[config.mk]
export PLATFORM = sky130hd
export DESIGN_NAME = axis2bram_interface
export DESIGN_NICKNAME = d
export VERILOG_FILES = /design/src/rtl/axis2bram_interface.sv
export SDC_FILE = /design/constraint.sdc
export NUM_CORES = 1
export LEC_CHECK = 0
export ABC_AREA = 0
export CAP_MARGIN = 20
export CORE_ASPECT_RATIO = 1.1
export CORE_MARGIN = 2
export CORE_UTILIZATION = 43
export CTS_CLUSTER_DIAMETER = 30
export DETAILED_ROUTE_END_ITERATION = 10
export PLACE_DENSITY = 0.95
export SLEW_MARGIN = 10
export SYNTH_ARGS = -nofsm -noshare
export SYNTH_HDL_FRONTEND = slang
export SYNTH_SLANG_ARGS = --single-unit
[constraint.sdc]
create_clock -name ACC_CLK -period 2.7 [get_ports ACC_CLK]
set_input_delay 0.54 -clock ACC_CLK [delete_from_list [all_inputs] [get_ports ACC_CLK]]
set_output_delay 0.54 -clock ACC_CLK [all_outputs]
set_load 0.01 [all_outputs]
[src/rtl/axis2bram_interface.sv]
// -----------------------------------------------------------------------------
// axis2bram_interface
//
// Receives one AXI4-Stream packet per CTRL_ALLOW grant. Each beat is written
// to BRAM at a byte address that steps by one word per beat. When the packet
// ends, the received byte count is pushed into the depth FIFO, and
// CTRL_FINISHED pulses for one cycle.
//
// Ports
//   ACC_CLK           clock; all logic runs on its rising edge
//   ARESET            synchronous, active-high reset
//   CTRL_ALLOW        permission to receive; must be high for two consecutive
//                     cycles to start a packet
//   CTRL_FINISHED     one-cycle pulse after the depth has been pushed
//   AXIS_TDATA/TVALID/TLAST/TREADY  stream slave (low BRAM_DATA_WIDTH bits stored)
//   BRAM_ADDR/DOUT/EN/WE            registered BRAM write port
//   DATA_DEPTH        byte count presented with DATA_DEPTH_WRITE
//   DATA_DEPTH_WRITE  depth FIFO push strobe
//   DATA_DEPTH_FULL   depth FIFO full; holds the push off
//
// Handshake: a stream beat transfers in every cycle where AXIS_TVALID and
// AXIS_TREADY are both high. The depth FIFO takes a word in every cycle where
// DATA_DEPTH_WRITE is high. DATA_DEPTH_WRITE is never asserted while
// DATA_DEPTH_FULL is high.
// -----------------------------------------------------------------------------
module axis2bram_interface #(
    parameter int AXIS_DATA_WIDTH = 64,
    parameter int BRAM_ADDR_WIDTH = 32,
    parameter int BRAM_DATA_WIDTH = 32,
    parameter int BRAM_DATA_DEPTH = 4
) (
    input  logic                         ACC_CLK,
    input  logic                         ARESET,
    input  logic                         CTRL_ALLOW,
    output logic                         CTRL_FINISHED,
    input  logic [AXIS_DATA_WIDTH-1:0]   AXIS_TDATA,
    input  logic                         AXIS_TVALID,
    input  logic                         AXIS_TLAST,
    output logic                         AXIS_TREADY,
    output logic [BRAM_ADDR_WIDTH-1:0]   BRAM_ADDR,
    output logic [BRAM_DATA_WIDTH-1:0]   BRAM_DOUT,
    output logic                         BRAM_EN,
    output logic [BRAM_DATA_WIDTH/8-1:0] BRAM_WE,
    output logic [31:0]                  DATA_DEPTH,
    output logic                         DATA_DEPTH_WRITE,
    input  logic                         DATA_DEPTH_FULL
);

    localparam int NUM_BYTES   = BRAM_DATA_WIDTH / 8;
    localparam int DEPTH_BYTES = BRAM_DATA_DEPTH * NUM_BYTES;

    localparam logic [BRAM_ADDR_WIDTH-1:0] ADDR_STEP  = BRAM_ADDR_WIDTH'(NUM_BYTES);
    localparam logic [BRAM_ADDR_WIDTH-1:0] ADDR_LIMIT = BRAM_ADDR_WIDTH'(DEPTH_BYTES);

    typedef enum logic [1:0] {
        S_IDLE  = 2'd0,
        S_RUN   = 2'd1,
        S_DEPTH = 2'd2,
        S_DONE  = 2'd3
    } state_t;

    state_t                       state;
    state_t                       state_next;
    logic                         allow_reg;
    logic [BRAM_ADDR_WIDTH-1:0]   wr_addr;
    logic                         handshake;
    logic                         space_left;

    assign handshake  = AXIS_TVALID && AXIS_TREADY;
    // Once the BRAM is full, wr_addr stops at ADDR_LIMIT. It therefore doubles
    // as the saturated byte count.
    assign space_left = (wr_addr < ADDR_LIMIT);

    // The depth is only presented while the push is pending, so the FIFO
    // never sees an intermediate count.
    assign DATA_DEPTH = (state == S_DEPTH) ? 32'(wr_addr) : 32'd0;

    always_comb begin
        state_next       = state;
        AXIS_TREADY      = 1'b0;
        DATA_DEPTH_WRITE = 1'b0;
        CTRL_FINISHED    = 1'b0;
        case (state)
            S_IDLE: begin
                // The grant must be seen on two consecutive cycles, so a
                // one-cycle glitch on CTRL_ALLOW cannot start a transfer.
                if (allow_reg && CTRL_ALLOW) begin
                    state_next = S_RUN;
                end
            end
            S_RUN: begin
                AXIS_TREADY = 1'b1;
                if (handshake && AXIS_TLAST) begin
                    state_next = S_DEPTH;
                end
            end
            S_DEPTH: begin
                DATA_DEPTH_WRITE = !DATA_DEPTH_FULL;
                if (!DATA_DEPTH_FULL) begin
                    state_next = S_DONE;
                end
            end
            S_DONE: begin
                CTRL_FINISHED = 1'b1;
                state_next    = S_IDLE;
            end
            default: state_next = S_IDLE;
        endcase
    end

    always_ff @(posedge ACC_CLK) begin
        if (ARESET) begin
            state     <= S_IDLE;
            allow_reg <= 1'b0;
            wr_addr   <= '0;
            BRAM_EN   <= 1'b0;
            BRAM_WE   <= '0;
            BRAM_ADDR <= '0;
            BRAM_DOUT <= '0;
        end else begin
            state     <= state_next;
            allow_reg <= CTRL_ALLOW;
            BRAM_EN   <= 1'b0;
            BRAM_WE   <= '0;
            // Beats arriving after the BRAM is full are accepted but dropped.
            if (handshake && space_left) begin
                BRAM_EN   <= 1'b1;
                BRAM_WE   <= '1;
                BRAM_ADDR <= wr_addr;
                BRAM_DOUT <= AXIS_TDATA[BRAM_DATA_WIDTH-1:0];
                wr_addr   <= wr_addr + ADDR_STEP;
            end
            if (state == S_IDLE || state == S_DONE) begin
                wr_addr <= '0;
            end
        end
    end

endmodule

==> summary.md, run 1 <==
| Metric | Value |
|---|---|
| Status | complete, no violations |
| Ys flop type | dfxtp_1 |
| Worst Path Max Fanout | 33 |
| Worst-case vdd ir drop | 0.374 mV |
| Worst-Margin Slew | about 0.5 ns |
| Largest net degree at the start of global routing | 39 |
| Post-synthesis cell area | 3530 sq um |
| Switching portion of total power | 27.4% |
| Die H | 99.0 microns |
| DRC violations left | 0 |
| Critical Path RT | 2.16 ns |
| Min Tclk post-route | between 2 and 2.5 ns |
| F_max | 406 MHz |
| Routed wire length | 9180 microns |
| CP endpoint kind | output pin |
| Cells after synthesis | ~370 |
| Layout Nets | 560 |
| Die area | 8950 sq um |
| P_sw | 0.000917 W |
| CTS Buf Count | 9 |
| DP HPWL | 6390 microns |
| Antenna violations before repair | 0 |
| WP data arrival | 1.92 ns |
| Most Crowded Layer GR | met2 |
| DR vias | 3074 |
| RSZ-0062 raised after global routing | false |
| CTS tree | yes |
| Most frequent cells in the layout | 136 x clkdlybuf4s50_1, 96 x dfxtp_1, 57 x and2_1 |
| Max clock buf depth | 2 |
| Starting Density | 44.4% |
| Worst setup path class | register to output pin |
| Wire length of the first global-routing pass | approximately 15000 microns |
| Gate power share | roughly a fifth |
| Via/cell ratio | 5.15 |
| HP Class | register to register |
| Pre-antenna DRT Iters | 5 |
| Die X | 90.4 microns |
| Global route overflow | 0 |
| Setup TNS | 0 ns |
| # Post-CTS Setup Buffers | 0 |
| Post-synthesis sequential area ratio | 54.4% |
| Top Registers | BRAM_DOUT x32, BRAM_ADDR x30, wr_addr x30 |
| Clk Latency, worst-skew pair | 0.35 ns |
| Vias in the first global route | 3041 |
| Max-slew headroom | between 60% and 70% |
| Avg Cell Area, Syn | 9.67 sq um |
| Top-area cell type share of the netlist area | between 50% and 60% |
| Layout Skew | between 0.015 and 0.02 ns |
| Post-synth EDFFs | 0 |
| Largest Register | BRAM_DOUT |
| Synth unique cells | 30 |
| Routed wire per std cell | roughly 15 microns |
| Antenna cells | 0 |
| Largest area contributor in the netlist | dfxtp_1 |
| Final period util | 91.3% |
| Final Util | 64.6% |
| Initial detailed-routing violation count | 111 |
| Critical Path Start Type | register |
| # rows | 34 |
| Core Box Area | 7960 sq um |
| Max FFs per register | 32 |
| Yosys reg bits | 96 |
| Met3 Use GR | 6.12% |
| Ratio of cells with drive above 1 in the final layout | 5.93% |
| Synth Warn # | 0 |
| Max-Cap Viols | 0 |
| Clock H-tree levels | 3 |
| Final Slew Violations | 0 |
| Int Pwr | between 0.002 and 0.0025 W |
| Most common cell after layout, fill and taps aside | clkdlybuf4s50_1 |
| Sequential power share | 46.0% |
| Met1 Use GR | 24.3% |
| Leak | around 1.8 nW |
| Port bufs | 137 |
| Clk pin slew, worst setup/hold paths | 0.09 ns |
| Clock power share | roughly 33% |
| Largest cells by area after synthesis | dfxtp_1 54%, and2_1 10%, nor3b_1 6.0% |
| Top-Level Pins | about 170 |
| Async SR Flop Fraction | 0% |
| Fillers | ~650 |
| Antenna viol nets, final | 0 |
| P per Cell Area | ~650 nW/um^2 |
| Area added between synthesis and finish | 45.6% |
| Fin. Hold Viols | 0 |
| Root Buffer | clkbuf_8 |
| Clock sinks | 96 |
| Gpl congestion | 0.761 |
| Met2 Track Usage GR | a little over a third |
| Setup violators final | 0 |
| Gr usage total | 20.3% |
## logic make-up after synthesis
group | synth area share (%)
AND/OR/NAND/NOR | 25.9
flip-flops | 54.4
AO/OA/AOI/OAI | 10.7
buffers and inverters | 6.24
adder cells (fa/ha/maj) | 2.13
multiplexers | 0.567
other | 0.106
## cell type report
cell class                      count  area [sq um]  area share [%]
Clock buffer                       11           131            2.56
Clock inverter                      5           105            2.04
Inverter                            2          7.51           0.146
Multi-Input combinational cell    230          1410            27.5
Sequential cell                    96          1920            37.4
Tap cell                          108           135            2.63
Timing Repair Buffer              145          1430            27.8
## power groups by stage
stage | registers, W | clock network, W | logic, W
6_report | 0.00154 | 0.00109 | 0.000712
5_1_grt | 0.00154 | 0.00117 | 0.000783
4_1_cts | 0.00153 | 0.00111 | 0.000706
3_5_place_dp | 0.00157 | 0 | 0.000701
3_3_place_gp | 0.00156 | 0 | 0.000662
2_1_floorplan | 0.00159 | 0 | 0.000389
## through the flow
step                cells  worst slack [ns]  cell area, sq um  total power [W]  hold WS [ns]
global route          597             0.120              5140          0.00350         0.489
finish                597             0.236              5140          0.00334         0.477
global placement      581             0.281              4890          0.00222         0.460
floorplan             368             0.988              3540          0.00198         0.444
detailed placement    581             0.146              4890          0.00227         0.467
CTS                   597            0.0417              5130          0.00335         0.480
## metal layers
| metal | vias up | wire, microns |
|---|---|---|
| met5 | - | 0 |
| met4 | 0 | 102 |
| met3 | 13 | 644 |
| met2 | 123 | 4670 |
| met1 | 1467 | 3770 |
| li1 | 1471 | - |
## final timing paths
| check | startpoint | to | slack (ns) | cells after the start |
|---|---|---|---|---|
| worst max-delay path | state[0] | DATA_DEPTH[25] | 0.24 | 4 |
| worst min-delay path | BRAM_ADDR[7] | BRAM_ADDR[7] | 0.48 | 1 |
| worst max register to register | state[1] | BRAM_DOUT[25] | 0.64 | 7 |
| worst min register to register | BRAM_ADDR[7] | BRAM_ADDR[7] | 0.48 | 1 |
## critical path: stages (launching register included)
cell and delay (ns):
dfxtp_1 0.35, inv_1 0.15, ha_4 0.33, and2_1 0.19
clkdlybuf4s50_1 0.55
## what timing repair did
item,CTS,global route
setup endpoints to repair,31,31
gates resized for setup,1,1
hold buffers,0,0
## synthesized netlist by cell type (3+ instances only)
library cell / instances
nand3_1: 34
nor2b_1: 4
nor3b_1: 28
o21ai_1: 4
dfxtp_1: 96
nand2_1: 4
clkbuf_1: 19
o21ai_0: 31
buf_2: 8
a21oi_1: 34
and2_1: 57
buf_4: 12
nor2_1: 4
nor4_1: 3
ha_1: 6
(Power assumes the default switching activity.)
==> inputs of run 2 (changes only) <==
--- a/config.mk
+++ b/config.mk
@@ -12,7 +12,8 @@
 export CORE_UTILIZATION = 43
 export CTS_CLUSTER_DIAMETER = 30
 export DETAILED_ROUTE_END_ITERATION = 10
-export PLACE_DENSITY = 0.95
+export MAX_ROUTING_LAYER = met4
+export PLACE_DENSITY = 0.85
 export SLEW_MARGIN = 10
 export SYNTH_ARGS = -nofsm -noshare
 export SYNTH_HDL_FRONTEND = slang
==> run 2 against run 1 <==
Effect of this change:
- fmax increased by 0.92%
- largest power group unchanged
- flip-flop and latch count did not move
- critical endpoint is now DATA_DEPTH[3]
- worst setup slack gained 0.022 ns
- sequential power hardly changed
- first-iteration DRC count increased by 11%
- register-to-register slack gained 0.12 ns
- via count shrank 2.3%
- clock skew decreased by 0.0098 ns
- hold slack got worse by 0.0026 ns
==> summary.md, run 2 (synthesis results as in run 1) <==
| Metric | Value |
|---|---|
| Status | complete, no violations |
| Min Tclk post-route | about 2.4 ns |
| Die area | about 9000 sq um |
| Pre-CTS setup slack | 0.199 ns |
| Clk pin slew, worst setup/hold paths | approximately 0.090 ns |
| Port bufs | ~140 |
| Via/cell ratio | 5.00 |
| Area added between synthesis and finish | 46.4% |
| Die H | 99.0 microns |
| Min setup slack post-route | approximately 0.26 ns |
| # Post-CTS Setup Buffers | 0 |
| Root Buffer | clkbuf_8 |
| Starting Density | ~44% |
| Routed wire per std cell | 14.4 microns |
| # rows | 34 |
| Clock H-tree levels | 3 |
| Reg2Reg Capture Point | BRAM_DOUT[0] |
| CP endpoint kind | output pin |
| Max clock buf depth | 2 |
| Fin. Hold Viols | 0 |
| Worst-path cell chain | inv_1 > ha_4 > and2_1 > clkdlybuf4s50_1 |
| F_max | about 400 MHz |
| WP data arrival | ~1.9 ns |
| Flop-to-flop setup slack | 0.76 ns |
| Hold path startpoint | BRAM_ADDR[25] |
| Gr usage total | 20.0% |
| Most frequent cells in the layout | 136 x clkdlybuf4s50_1, 96 x dfxtp_1, 57 x and2_1 |
| CTS Buf Count | 9 |
| Worst-case vdd ir drop | between 0.5 and 0.6 mV |
| P per Cell Area | 639 nW/um^2 |
| CP max stage cell | clkdlybuf4s50_1 |
| Largest net degree at the start of global routing | 43 |
| Setup violators final | 0 |
| Worst setup path class | register to output pin |
| Setup TNS | 0 ns |
| Final period util | 90.4% |
| RSZ-0062 raised after global routing | false |
| DR vias | roughly 3000 |
| Slowest stage delay, CP | 0.54 ns |
| DRC violations left | 0 |
| Fillers | 681 |
| Worst-case reg-to-reg path depth | 7 |
| Wire length of the first global-routing pass | 14100 microns |
| Hold path cells | 1 |
| Final Slew Violations | 0 |
| Antenna violations before repair | 0 |
| Ratio of cells with drive above 1 in the final layout | 6.71% |
| Layout Skew | 0.00704 ns |
| Pre-antenna DRT Iters | 4 |
| Power Total | about 0.0033 W |
| Core Box Area | 7960 sq um |
| Hold EP | BRAM_ADDR[25] |
| Antenna cells | 0 |
| CTS tree | yes |
| CP top delay family | buffers and inverters |
| Critical Path Start Type | register |
| Largest Register | BRAM_DOUT |
| Max FFs per register | 32 |
| Global route overflow | 0 |
| Gpl congestion | 0.744 |
| Critical Path RT | 2.16 ns |
| Routed wire length | between 8000 and 9000 microns |
| Layout Nets | 563 |
| Clock sinks | 96 |
| Worst Path Max Fanout | 32 |
| Top Registers | BRAM_DOUT x32, BRAM_ADDR x30, wr_addr x30 |
| Max-Cap Viols | 0 |
| DP HPWL | 6080 microns |
| Buf/Inv on CP | 2 |
| Most common cell after layout, fill and taps aside | clkdlybuf4s50_1 |
| Top-Level Pins | 174 |
| Vias in the first global route | 2917 |
| HP Class | register to register |
| Leak | approximately 1.8 nW |
| Initial detailed-routing violation count | between 100 and 150 |
| Antenna viol nets, final | 0 |
| Die X | between 90 and 100 microns |
| Clk Latency, worst-skew pair | 0.34 ns |
| Worst R2R Start | state[1] |
[run 2: layout make-up]
class / count / area, sq um / area share [%]
Multi-Input combinational cell: 230 / 1410 / 27.3
Inverter: 2 / 7.51 / 0.145
Clock buffer: 12 / 155 / 3.00
Timing Repair Buffer: 148 / 1460 / 28.3
Clock inverter: 4 / 76.3 / 1.48
Tap cell: 108 / 135 / 2.61
Sequential cell: 96 / 1920 / 37.2
[run 2: worst max path at each step]
| stage | from | end | slack (ns) | cells after the start |
|---|---|---|---|---|
| global route | state[0] | DATA_DEPTH[5] | 0.15 | 4 |
| floorplan | state[1] | BRAM_ADDR[21] | 0.99 | 9 |
| global placement | state[0] | DATA_DEPTH[3] | 0.24 | 4 |
| detailed placement | state[0] | DATA_DEPTH[3] | 0.20 | 4 |
| CTS | state[0] | DATA_DEPTH[3] | 0.08 | 4 |
| finish | state[0] | DATA_DEPTH[3] | 0.26 | 4 |
[run 2: power by group]
part           switching [W]  internal [W]  total, W
Sequential         0.0000438       0.00149   0.00153
Combinational       0.000388      0.000343  0.000732
Clock               0.000465      0.000575   0.00104
Total               0.000897       0.00241   0.00330
[run 2: metrics by stage]
| stage | util, % | instance area, sq um | cells | hold slack, ns |
|---|---|---|---|---|
| after detailed placement | 61.9 | 4930 | 584 | 0.463 |
| final | 65.0 | 5170 | 600 | 0.474 |
| after CTS | 64.9 | 5160 | 600 | 0.479 |
| after global routing | 65.0 | 5170 | 600 | 0.493 |
| after global placement | 61.9 | 4930 | 584 | 0.460 |
| after floorplan | - | 3540 | 368 | 0.444 |
[run 2: metal layers]
layer | wire, microns | up-vias | track usage, %
met5 | 0 | - | -
met2 | 4290 | 102 | 32.7
met4 | 182 | 0 | 8.28
li1 | - | 1470 | -
met1 | 3760 | 1414 | 24.3
met3 | 380 | 16 | 3.90
[run 2: repair_timing]
item                                    4_1_cts  5_1_grt
resized for setup                             1        1
hold buffers                                  0        0
endpoints found under the setup margin       31       15
==> inputs of run 3 (changes only) <==
--- a/config.mk
+++ b/config.mk
@@ -12,6 +12,7 @@
 export CORE_UTILIZATION = 43
 export CTS_CLUSTER_DIAMETER = 30
 export DETAILED_ROUTE_END_ITERATION = 10
+export HOLD_SLACK_MARGIN = 0.08
 export MAX_ROUTING_LAYER = met4
 export PLACE_DENSITY = 0.85
 export SLEW_MARGIN = 10
==> results of run 3 <==
Final layout, timing and power as in run 2 (identical DEF).
